File: src/rtl/rsc_pkg.sv
`default_nettype none
// ============================================================================
//  Module   : rsc_pkg
//  Purpose  : Shared defaults, FSM state type and helpers for the RSC
//             terminated constituent encoder.
//  Revision : 1.0 - initial release
// ============================================================================
package rsc_pkg;

    // Default encoder memory and generator polynomials (MSB = D^0).
    localparam int         c_DEF_K_MEM = 3;
    localparam logic [3:0] c_DEF_G_FB  = 4'b1011;  // g0, octal 13
    localparam logic [3:0] c_DEF_G_FF  = 4'b1101;  // g1, octal 15

    // Encoder control states.
    typedef enum logic [1:0] {
        ST_IDLE = 2'd0,
        ST_DATA = 2'd1,
        ST_TAIL = 2'd2
    } rsc_state_t;

    // Width of a counter that must hold 0..k.
    function automatic int tail_cnt_width(input int k);
        return (k < 1) ? 1 : $clog2(k + 1);
    endfunction

    localparam int c_DEF_TCNT_W = tail_cnt_width(c_DEF_K_MEM);

endpackage : rsc_pkg
`default_nettype wire

File: src/rtl/rsc_core.sv
`default_nettype none
// ============================================================================
//  Module   : rsc_core
//  Purpose  : Combinational RSC datapath: feedback, parity and next shift
//             register contents. In tail mode the input bit is replaced by
//             the feedback sum so the new feedback bit is zero, which walks
//             the register back to the all-zero state in K_MEM steps.
//  Revision : 1.0 - initial release
// ============================================================================
module rsc_core
    import rsc_pkg::*;
#(
    parameter int             K_MEM = c_DEF_K_MEM,
    parameter logic [K_MEM:0] G_FB  = c_DEF_G_FB,
    parameter logic [K_MEM:0] G_FF  = c_DEF_G_FF
) (
    input  logic             i_x,
    input  logic [K_MEM-1:0] i_s,          // i_s[i-1] holds s_i
    input  logic             i_force_tail,
    output logic             o_sys,
    output logic             o_par,
    output logic [K_MEM-1:0] o_s_next
);

    logic w_fb;   // feedback contribution of the register (excluding x)
    logic w_ff;   // feedforward contribution of the register (excluding a)
    logic w_x;
    logic w_a;

    // XOR-reduce the register taps selected by each polynomial.
    always_comb begin
        w_fb = 1'b0;
        w_ff = 1'b0;
        for (int i = 1; i <= K_MEM; i++) begin
            w_fb = w_fb ^ (G_FB[K_MEM-i] & i_s[i-1]);
            w_ff = w_ff ^ (G_FF[K_MEM-i] & i_s[i-1]);
        end
    end

    assign w_x      = i_force_tail ? w_fb : i_x;
    assign w_a      = w_x ^ w_fb;
    assign o_sys    = w_x;
    assign o_par    = (G_FF[K_MEM] & w_a) ^ w_ff;
    assign o_s_next = {i_s[K_MEM-2:0], w_a};

endmodule : rsc_core
`default_nettype wire

File: src/rtl/rsc_term_encoder.sv
`default_nettype none
// ============================================================================
//  Module   : rsc_term_encoder
//  Purpose  : RSC constituent encoder with trellis termination. Encodes data
//             bits while en is high; after the bit flagged by switch it emits
//             K_MEM tail pairs that return the register to zero and pulses
//             done on the last one. All outputs are registered.
//  Revision : 1.0 - initial release
// ============================================================================
module rsc_term_encoder
    import rsc_pkg::*;
#(
    parameter int             K_MEM = c_DEF_K_MEM,
    parameter logic [K_MEM:0] G_FB  = c_DEF_G_FB,
    parameter logic [K_MEM:0] G_FF  = c_DEF_G_FF
) (
    input  logic clk,
    input  logic clr,
    input  logic en,
    input  logic switch,
    input  logic data_in,
    output logic sys_out,
    output logic par_out,
    output logic out_valid,
    output logic tail_out,
    output logic done,
    output logic overrun
);

    localparam int               c_TCW       = tail_cnt_width(K_MEM);
    localparam logic [c_TCW-1:0] c_TCNT_LAST = c_TCW'(K_MEM - 1);

    rsc_state_t       r_state;
    logic [K_MEM-1:0] r_s;
    logic [c_TCW-1:0] r_tcnt;
    logic             r_sys;
    logic             r_par;
    logic             r_valid;
    logic             r_tail;
    logic             r_done;
    logic             r_overrun;

    logic             w_force_tail;
    logic             w_sys;
    logic             w_par;
    logic [K_MEM-1:0] w_s_next;

    assign w_force_tail = (r_state == ST_TAIL);

    rsc_core #(
        .K_MEM (K_MEM),
        .G_FB  (G_FB),
        .G_FF  (G_FF)
    ) u_core (
        .i_x          (data_in),
        .i_s          (r_s),
        .i_force_tail (w_force_tail),
        .o_sys        (w_sys),
        .o_par        (w_par),
        .o_s_next     (w_s_next)
    );

    // Control FSM, shift register, tail counter and output registers.
    always_ff @(posedge clk) begin
        if (clr) begin
            r_state   <= ST_IDLE;
            r_s       <= '0;
            r_tcnt    <= '0;
            r_sys     <= 1'b0;
            r_par     <= 1'b0;
            r_valid   <= 1'b0;
            r_tail    <= 1'b0;
            r_done    <= 1'b0;
            r_overrun <= 1'b0;
        end else begin
            // Pulses and pair outputs drop unless a pair is produced.
            r_sys     <= 1'b0;
            r_par     <= 1'b0;
            r_valid   <= 1'b0;
            r_tail    <= 1'b0;
            r_done    <= 1'b0;
            r_overrun <= 1'b0;
            case (r_state)
                ST_IDLE, ST_DATA: begin
                    // Gaps (en=0) hold register and state; switch is ignored.
                    if (en) begin
                        r_s     <= w_s_next;
                        r_sys   <= w_sys;
                        r_par   <= w_par;
                        r_valid <= 1'b1;
                        r_tcnt  <= '0;
                        r_state <= switch ? ST_TAIL : ST_DATA;
                    end
                end
                ST_TAIL: begin
                    // Tail runs regardless of en; any incoming bit is dropped.
                    r_s       <= w_s_next;
                    r_sys     <= w_sys;
                    r_par     <= w_par;
                    r_valid   <= 1'b1;
                    r_tail    <= 1'b1;
                    r_overrun <= en;
                    if (r_tcnt == c_TCNT_LAST) begin
                        r_done  <= 1'b1;
                        r_tcnt  <= '0;
                        r_state <= ST_IDLE;
                    end else begin
                        r_tcnt  <= r_tcnt + 1'b1;
                    end
                end
                default: begin
                    r_state <= ST_IDLE;
                    r_s     <= '0;
                    r_tcnt  <= '0;
                end
            endcase
        end
    end

    assign sys_out   = r_sys;
    assign par_out   = r_par;
    assign out_valid = r_valid;
    assign tail_out  = r_tail;
    assign done      = r_done;
    assign overrun   = r_overrun;

endmodule : rsc_term_encoder
`default_nettype wire

File: config.mk
export PLATFORM = sky130hd
export DESIGN_NAME = rsc_term_encoder
export DESIGN_NICKNAME = d
export VERILOG_FILES = /design/src/rtl/rsc_pkg.sv /design/src/rtl/rsc_core.sv /design/src/rtl/rsc_term_encoder.sv
export SDC_FILE = /design/constraint.sdc
export NUM_CORES = 1
export LEC_CHECK = 0
export CORE_AREA = 2 2 39 41
export CTS_BUF_LIST = sky130_fd_sc_hd__clkbuf_16
export CTS_CLUSTER_DIAMETER = 40
export CTS_CLUSTER_SIZE = 28
export DETAILED_ROUTE_END_ITERATION = 12
export DIE_AREA = 0 0 41 43
export MAX_ROUTING_LAYER = met4
export SYNTH_ARGS = -nofsm -noshare
export SYNTH_HDL_FRONTEND = slang
export SYNTH_SLANG_ARGS = --single-unit
File: constraint.sdc
create_clock -name clk -period 1.3 [get_ports clk]
set_clock_uncertainty 0.05 [all_clocks]
set_input_delay 0.195 -clock clk [delete_from_list [all_inputs] [get_ports clk]]
set_output_delay 0.195 -clock clk [all_outputs]
set_load 0.02 [all_outputs]
==> impl_results.md, run 1 <==
* Status: finished clean
* Initial antenna violation count at 0
* Post-synth cell types at 27
* # IOs at 11
* Slew @ Worst Pin at 0.311 ns
* Aggregate negative setup slack at 0 ns
* M1 wire length at 525 um
* Latest clock arrival within the worst-skew pair at 0.24 ns
* PD cells at 1500 mW/mm^2
* Chip height at 43 um
* RSZ-0062 raised after global routing: no
* Slew headroom at 0.787
* Clk slew on worst S/H paths at 0.04 ns
* CP Data Arrival Time at 1.27 ns
* Share of post-route cells with drive strength above 1 at 0.162
* I/O Buffers at 10
* Inst Count DP at 86
* Post-synth ARST share at 0
* Mean Syn Cell Area at 9.34 sq um
* Initial DRC count at 3
* Routed wl met2 at 398 um
* DR vias at 434
* Wirelength, routed at 1.01 mm
* Most frequent cells in the layout: dfxtp_1, nor2_1, buf_4
* DP HPWL at 738 um
* Commonest register cell after synthesis: dfxtp_1
* Leakage at 0.316 nW
* Layout area overhead at 42.3%
* Syn Inst Count at 56
* Max cap viols at 0
* Post-route insts no fill at 90
* Post-CTS Setup Bufs at 0
* Seq. cell area at 260 sq um
* CP top delay family: buffers and inverters
* NumNets Final at 80
* Crit. End Element: flop
* Core box area at 0.00138 sq mm
* Final setup vio count at 0
* Highest clock rate at 843 MHz
* CTS max path bufs at 2
* Worst Setup Path Type: primary input to flop
* Final worst setup slack at 0.114 ns
* Critical Path RT at 1.38 ns
* Initial DRT Pass Iterations at 3
* Cell Chain, Critical Path: clkdlybuf4s50_1, xnor2_1, xnor2_1, a31o_2
* Slowest CP cell: clkdlybuf4s50_1
* Ys Warns at 0
* Area of the multi-input gates at 233 sq um
* Critical Path Max Stage Delay at 0.44 ns
* DR WL/cell at 11.2 um
* Min-delay worst type: flop to flop
* GRT Total Usage at 0.154
* Buf/Inv on CP at 1
* Final hold vios at 0
* Vias per Instance at 4.82
* Vias in the first global route at 382
* Hold Slack at 0.417 ns
* RePlAce Congestion at 0.726
* Root Buffer Master: clkbuf_16
* Period minus WS final at 1.19 ns
* Clk sink count at 13
* Synth Cell Area at 523 sq um
* CTS tree: built
* Maximum vdd drop at 0.735 mV
* Post-CTS Hold Buffers at 0
* Sequential share of the synthesized area at 0.498
* Met3 WL at 35 um
* Congestion Overflow GR at 0
* # rows at 14
* Die area at 0.00176 sq mm
* Commonest non-fill, non-tap cell in the layout: dfxtp_1
* Crit-path max FO at 3
* Initial Util at 0.378
* Tot Pwr at 1.12 mW
* Post-route ant nets at 0
* Critical path's most frequent cell: xnor2_1
* CTS H-tree depth at 1
* Largest net degree at the start of global routing at 9
* Critical Path Source Type: primary input
* Die X-Extent at 41 um
* Top routing layer used: met4
* Global-route wire length before repair at 1.68 mm
* Fin. max-slew vios at 0
* Synthesized flop and latch total at 13
* FILL cells at 142
* Fin crit share at 0.912
* Setup WS pre-CTS at -0.118 ns
* Drt drc at 0
* Num CTS Buffers at 3
* Number of flops mapped to enable cells by yosys at 0
* Antenna diodes at 0
* Syn nets at 61
layer usage:
layer  GRT usage  up-vias
met5           -        -
met4       0.140        0
met3      0.0471        5
met2       0.178       11
met1       0.204      188
li1            -      230
synth_stat cells (2+ instances only):
master / number / area [sq um]
a21oi_1: 4 / 20.0
dfxtp_1: 13 / 260
inv_1: 2 / 7.51
nand2_1: 3 / 11.3
nand3b_1: 2 / 15.0
nor2_1: 7 / 26.3
o21ai_0: 3 / 15.0
xnor2_1: 3 / 26.3
report_power, final:
part	switching, mW	internal [mW]
clock	0.157	0.404
combinational	0.0594	0.0635
sequential	0.0133	0.420
total	0.230	0.888
timing repair:
item | 4_1_cts | 5_1_grt
hold endpoints to repair | 0 | 0
setup endpoints to repair | 6 | 0
resized for setup | 6 | 0
flip-flops by register name, summed over array words and instances, names as in the netlist:
name       flops
sys_out        1
tail_out       1
r_s            3
r_state        2
r_tcnt         2
done           1
overrun        1
out_valid      1
par_out        1
layout make-up:
| cell class | instances | area share |
|---|---|---|
| Sequential cell | 13 | 0.350 |
| Clock buffer | 3 | 0.101 |
| Timing Repair Buffer | 17 | 0.195 |
| Multi-Input combinational cell | 38 | 0.313 |
| Clock inverter | 1 | 0.00504 |
| Tap cell | 16 | 0.0269 |
| Inverter | 2 | 0.0101 |
kinds of logic after synthesis:
family                 Yosys count  synth area share
XOR/XNOR                         3            0.0502
buffers and inverters            5            0.0574
AND/OR/NAND/NOR                 20             0.203
flip-flops                      13             0.498
AO/OA/AOI/OAI                   15             0.191
worst min-delay path: stages, from the launching register on:
cell and delay, ns:
dfxtp_1 0.31, nand2_1 0.06, a21oi_1 0.05
stage by stage:
step	instance area, sq um	utilization
2_1_floorplan	523	-
3_3_place_gp	673	0.486
3_5_place_dp	673	0.486
4_1_cts	744	0.538
5_1_grt	744	0.538
6_report	744	0.538
worst paths after layout:
check,start,endpoint,slack (ns),cells after the start
max reg2reg,r_state[1],par_out,0.12,4
max,data_in,r_s[0],0.11,4
min reg2reg,r_tcnt[1],r_tcnt[1],0.42,2
min,r_tcnt[1],r_tcnt[1],0.42,2
No activity file was read; power rests on OpenSTA's default activity.
==> run 2: changes to the inputs <==
Settings changed: SETUP_SLACK_MARGIN from default to 0.2.
==> run 2 against run 1 <==
Wire length decreased by 3.9%. Via count increased by 2.5%. Die area unchanged. Design area increased by 0.67%. Critical path depth unchanged. Non-clock buffer count decreased by 4. Combinational power increased by 4%. Worst hold slack got worse by 0.11 ns. Critical path type is now flop to flop.
==> impl_results.md, run 2 (synthesized netlist as in run 1, its figures left out) <==
* GRT Total Usage at 0.142 (was 0.154)
* Worst reg2reg path endpoint: par_out (unchanged)
* Initial DRC count at 1 (was 3)
* Clk sink count at 13 (unchanged)
* Status: finished clean (unchanged)
* Root Buffer Master: clkbuf_16 (unchanged)
* Reg-to-reg setup timing slack at 0.23 ns (was 0.12 ns)
* Critical Path Source Type: flop (was primary input)
* RR Startpoint: r_state[1] (unchanged)
* Slowest CP cell: dfxtp_2 (was clkdlybuf4s50_1)
* Endpoint, Worst Hold: r_tcnt[1] (unchanged)
* Crit. End Element: flop (unchanged)
* CTS max path bufs at 2 (unchanged)
* Worst Setup Path Type: flop to flop (was primary input to flop)
* PD cells at 1490 mW/mm^2 (was 1500 mW/mm^2)
* Antenna diodes at 0 (unchanged)
* RSZ-0062 raised after global routing: yes (was no)
* I/O Buffers at 10 (unchanged)
* FILL cells at 141 (was 142)
* Post-route insts no fill at 86 (was 90)
* Vias in the first global route at 403 (was 382)
* Inst Count DP at 82 (was 86)
* Maximum vdd drop at 1.43 mV (was 0.735 mV)
* Post-route ant nets at 0 (unchanged)
* # rows at 14 (unchanged)
* Period minus WS final at 1.07 ns (was 1.19 ns)
* Slew @ Worst Pin at 0.247 ns (was 0.311 ns)
* Clk slew on worst S/H paths at 0.04 ns (about the same)
* Layout area overhead at 43.3% (was 42.3%)
* Hold_sp: en (was r_tcnt[1])
* Min-delay worst type: primary input to flop (was flop to flop)
* Die area at 0.00176 sq mm (unchanged)
* Max cap viols at 0 (unchanged)
* Biggest registers after layout: r_s: 3 flops, r_state: 2 flops, r_tcnt: 2 flops (unchanged)
* Critical Path RT at 1.43 ns (was 1.38 ns)
* Highest clock rate at 931 MHz (was 843 MHz)
* CP Data Arrival Time at 1.20 ns (was 1.27 ns)
* Final worst setup slack at 0.226 ns (was 0.114 ns)
* Final setup vio count at 0 (unchanged)
* Critical Path Max Stage Delay at 0.34 ns (was 0.44 ns)
* NumNets Final at 76 (was 80)
* Largest Register: r_s (unchanged)
* Initial DRT Pass Iterations at 2 (was 3)
* Latest clock arrival within the worst-skew pair at 0.24 ns (about the same)
* DR WL/cell at 11.2 um (about the same)
* Share of post-route cells with drive strength above 1 at 0.357 (was 0.162)
* R2r worst-path depth at 4 (unchanged)
* Vias per Instance at 5.17 (was 4.82)
* Num CTS Buffers at 3 (unchanged)
* RePlAce Congestion at 0.699 (was 0.726)
* Global-route wire length before repair at 1.64 mm (was 1.68 mm)
* Initial Util at 0.378 (unchanged)
* Most frequent cells in the layout: dfxtp_1, nor2_1, clkbuf_2 (was dfxtp_1, nor2_1, buf_4)
* Largest net degree at the start of global routing at 12 (was 9)
* Fin crit share at 0.827 (was 0.912)
* Chip height at 43 um (unchanged)
* Fin. max-slew vios at 0 (unchanged)
* Max FFs per register at 3 (unchanged)
* Core box area at 0.00138 sq mm (unchanged)
* Commonest non-fill, non-tap cell in the layout: dfxtp_1 (unchanged)
* Initial antenna violation count at 0 (unchanged)
* CTS H-tree depth at 1 (unchanged)
* Die X-Extent at 41 um (unchanged)
* Slew headroom at 0.835 (was 0.787)
* Aggregate negative setup slack at 0 ns (unchanged)
* Drt drc at 0 (unchanged)
* Crit-path max FO at 6 (was 3)
* Hold path cells at 4 (was 2)
* DR vias at 445 (was 434)
* # IOs at 11 (unchanged)
* DP HPWL at 690 um (was 738 um)
* Final hold vios at 0 (unchanged)
* Congestion Overflow GR at 0 (unchanged)
* Leakage at 0.304 nW (was 0.316 nW)
* Wirelength, routed at 966 um (was 1.01 mm)
* Cell Chain, Critical Path: buf_6, nor3b_2, a211o_1, a21oi_2 (was clkdlybuf4s50_1, xnor2_1, xnor2_1, a31o_2)
* Setup WS pre-CTS at -0.135 ns (was -0.118 ns)
* CTS tree: built (unchanged)
[run 2: cell count changes in the layout (fill, tap and decap cells not counted), moves of 2 or more]
cell / change
dfxtp_1: -3
buf_4: -5
dfxtp_2: +3
clkbuf_2: +6
clkdlybuf4s50_1: -2
dlygate4sd2_1: -5
[run 2: area by class of cell]
type                            count  area, sq um  share of cell area
Clock inverter                      1         3.75             0.00501
Clock buffer                        3         75.1               0.100
Sequential cell                    13          264               0.352
Tap cell                           16         20.0              0.0267
Multi-Input combinational cell     38          282               0.376
Timing Repair Buffer               13         97.6               0.130
Inverter                            2         7.51              0.0100
[run 2: worst max-delay path by stage]
stage,start,end
2_1_floorplan,r_state[1],par_out
3_3_place_gp,data_in,r_s[0]
3_5_place_dp,data_in,r_s[0]
4_1_cts,overrun,overrun
5_1_grt,r_state[1],par_out
6_report,r_state[1],par_out
[run 2: critical path, delay by kind of cell (launching register included)]
family                 cells  cell delay [ns]
buffers and inverters      1             0.14
DFF                        1             0.34
AOI/OAI and AO/OA          2             0.34
and+or+nand+nor            1             0.15
[run 2: what timing repair did]
action	4_1_cts	5_1_grt
endpoints found under the setup margin	14	14
gates resized for setup	20	15
setup buffers	0	0
pin swaps	2	1
hold buffers	0	0
[run 2: per-layer routing]
layer | track usage | routed length, um | share of wire
met5 | - | 0 | 0
met4 | 0.0200 | 0 | 0
met3 | 0.0942 | 70 | 0.072
met2 | 0.191 | 473 | 0.49
met1 | 0.180 | 422 | 0.44
[run 2: stage by stage]
| step | hold WS [ns] | total power, mW | cell area (sq um) | utilization |
|---|---|---|---|---|
| final | 0.307 | 1.12 | 749 | 0.542 |
| after global routing | 0.349 | 1.17 | 749 | 0.542 |
| after CTS | 0.386 | 1.13 | 751 | 0.542 |
| after detailed placement | 0.415 | 0.560 | 647 | 0.467 |
| after global placement | 0.414 | 0.559 | 647 | 0.467 |
| after floorplan | 0.256 | 0.517 | 531 | - |
[run 2: power breakdown]
part           internal (mW)  total, mW  switching [mW]
Clock                  0.404      0.556           0.152
Combinational         0.0633      0.128          0.0645
Sequential             0.421      0.436          0.0149
==> run 3: changes to the inputs <==
Settings changed: PLACE_DENSITY from default to 0.67.
Clock period 1.3 ns to 0.9 ns, I/O delays scaled along.
==> run 3 against run 2 <==
The run now ends with setup timing left. Via count up 3.6%. Wire length is 22% higher. Count of clock-buffer cells in the layout did not move. Largest power group unchanged.
==> impl_results.md, run 3 (synthesized netlist as in run 1, its figures left out) <==
* Status: finished with violations (was finished clean)
* Failing checks: setup timing
* Initial antenna violation count at 0 (unchanged)
* Critical Path RT at 1.03 ns (was 1.43 ns)
* Highest clock rate at 947 MHz (was 931 MHz)
* Die X-Extent at 41 um (unchanged)
* Finished layout cell area at 930 sq um (was 749 sq um)
* GRT Total Usage at 0.157 (was 0.142)
* Cell area after placement at 728 sq um (was 647 sq um)
* PD cells at 1850 mW/mm^2 (was 1490 mW/mm^2)
* Antenna diodes at 0 (unchanged)
* Initial DRC count at 3 (was 1)
* Drt drc at 0 (unchanged)
* CP Data Arrival Time at 1.18 ns (was 1.20 ns)
* Die area at 0.00176 sq mm (unchanged)
* Share of post-route cells with drive strength above 1 at 0.557 (was 0.357)
* # rows at 14 (unchanged)
* Tot Pwr at 1.72 mW (was 1.12 mW)
* Fin. max-slew vios at 0 (unchanged)
* Root Buffer Master: clkbuf_16 (unchanged)
* DR vias at 461 (was 445)
* Chip height at 43 um (unchanged)
* Initial Util at 0.378 (unchanged)
* Util after Layout at 0.672 (was 0.542)
* Layout area overhead at 77.8% (was 43.3%)
* I/O Buffers at 10 (unchanged)
* Core box area at 0.00138 sq mm (unchanged)
* Final hold vios at 0 (unchanged)
* Min-delay worst type: primary input to flop (unchanged)
* CTS max path bufs at 2 (unchanged)
* Final setup vio count at 11 (was 0)
* CTS H-tree depth at 1 (unchanged)
* Crit-path max FO at 8 (was 6)
* Congestion Overflow GR at 0 (unchanged)
* Num CTS Buffers at 3 (unchanged)
* Max FFs per register at 3 (unchanged)
* Setup WS pre-CTS at -0.480 ns (was -0.135 ns)
* Slew headroom at 0.707 (was 0.835)
* Largest net degree at the start of global routing at 10 (was 12)
* Vias in the first global route at 424 (was 403)
* DP HPWL at 784 um (was 690 um)
* RePlAce Congestion at 0.734 (was 0.699)
* Vias per Instance at 4.85 (was 5.17)
* Latest clock arrival within the worst-skew pair at 0.24 ns (about the same)
* # IOs at 11 (unchanged)
* Wirelength, routed at 1.18 mm (was 966 um)
* Post-route insts no fill at 95 (was 86)
* Final worst setup slack at -0.156 ns (was 0.226 ns)
* Global-route wire length before repair at 1.77 mm (was 1.64 mm)
* RSZ-0062 raised after global routing: yes (unchanged)
* CTS tree: built (unchanged)
* Clk slew on worst S/H paths at 0.04 ns (about the same)
* Post-route ant nets at 0 (unchanged)
* Commonest non-fill, non-tap cell in the layout: buf_6 (was dfxtp_1)
* Period minus WS final at 1.06 ns (was 1.07 ns)
* Initial DRT Pass Iterations at 3 (was 2)
* Most frequent cells in the layout: buf_6, dfxtp_2, buf_4 (was dfxtp_1, nor2_1, clkbuf_2)
* Largest Register: r_s (unchanged)
* Fin crit share at 1.17 (was 0.827)
* Crit. End Element: flop (unchanged)
* Inst Count DP at 90 (was 82)
* Biggest registers after layout: r_s: 3 flops, r_state: 2 flops, r_tcnt: 2 flops (unchanged)
* Leakage at 0.364 nW (was 0.304 nW)
* Slew @ Worst Pin at 0.439 ns (was 0.247 ns)
* Maximum vdd drop at 1.37 mV (was 1.43 mV)
* NumNets Final at 85 (was 76)
* DR WL/cell at 12.4 um (was 11.2 um)
* Critical Path Source Type: flop (unchanged)
* Worst Setup Path Type: flop to flop (unchanged)
* Max cap viols at 0 (unchanged)
* Clk sink count at 13 (unchanged)
==> run 3: per-stage QoR <==
stage,hold WS (ns),setup TNS [ns]
6_report,0.321,-0.984
5_1_grt,0.353,-1.54
4_1_cts,0.319,-1.52
3_5_place_dp,0.423,-5.69
3_3_place_gp,0.403,-5.50
2_1_floorplan,0.196,-1.27
==> run 3: worst paths after layout <==
path	from	end	slack (ns)	cells past startpoint
worst max-delay path	r_state[1]	par_out	-0.16	4
worst min-delay path	data_in	sys_out	0.32	3
worst max register to register	r_state[1]	par_out	-0.16	4
worst min register to register	r_tcnt[1]	r_tcnt[1]	0.44	2
==> run 3: what timing repair did <==
item,4_1_cts,5_1_grt
gates resized for setup,58,12
pin swaps,3,9
hold buffers,0,0
buffers inserted,1,0
endpoints found under the setup margin,19,19
==> run 3: area by class of cell <==
type	instances	area, sq um
tap	16	20.0
clock buffer	3	75.1
inverter	2	7.51
timing repair buffer	22	218
fill	115	454
sequential	13	270
multi-input combinational	38	335
clock inverter	1	3.75
==> run 3: metal layers <==
layer	vias to the layer above	GRT usage	routed length, um
li1	243	-	-
met1	209	0.173	494
met2	7	0.234	631
met3	2	0.0942	52
met4	0	0.0400	4
met5	-	-	0
==> run 3: report_power, final <==
group	internal, mW	leakage, nW	switching, mW
sequential	0.610	0.109	0.0219
clock	0.584	0.0423	0.226
combinational	0.151	0.212	0.125
==> run 3: worst max-delay path, stage by stage, from the launching register on <==
cell	delay, ns
dfxtp_2	0.33
buf_12	0.14
nor3b_1	0.14
a211o_1	0.24
a21oi_2	0.10
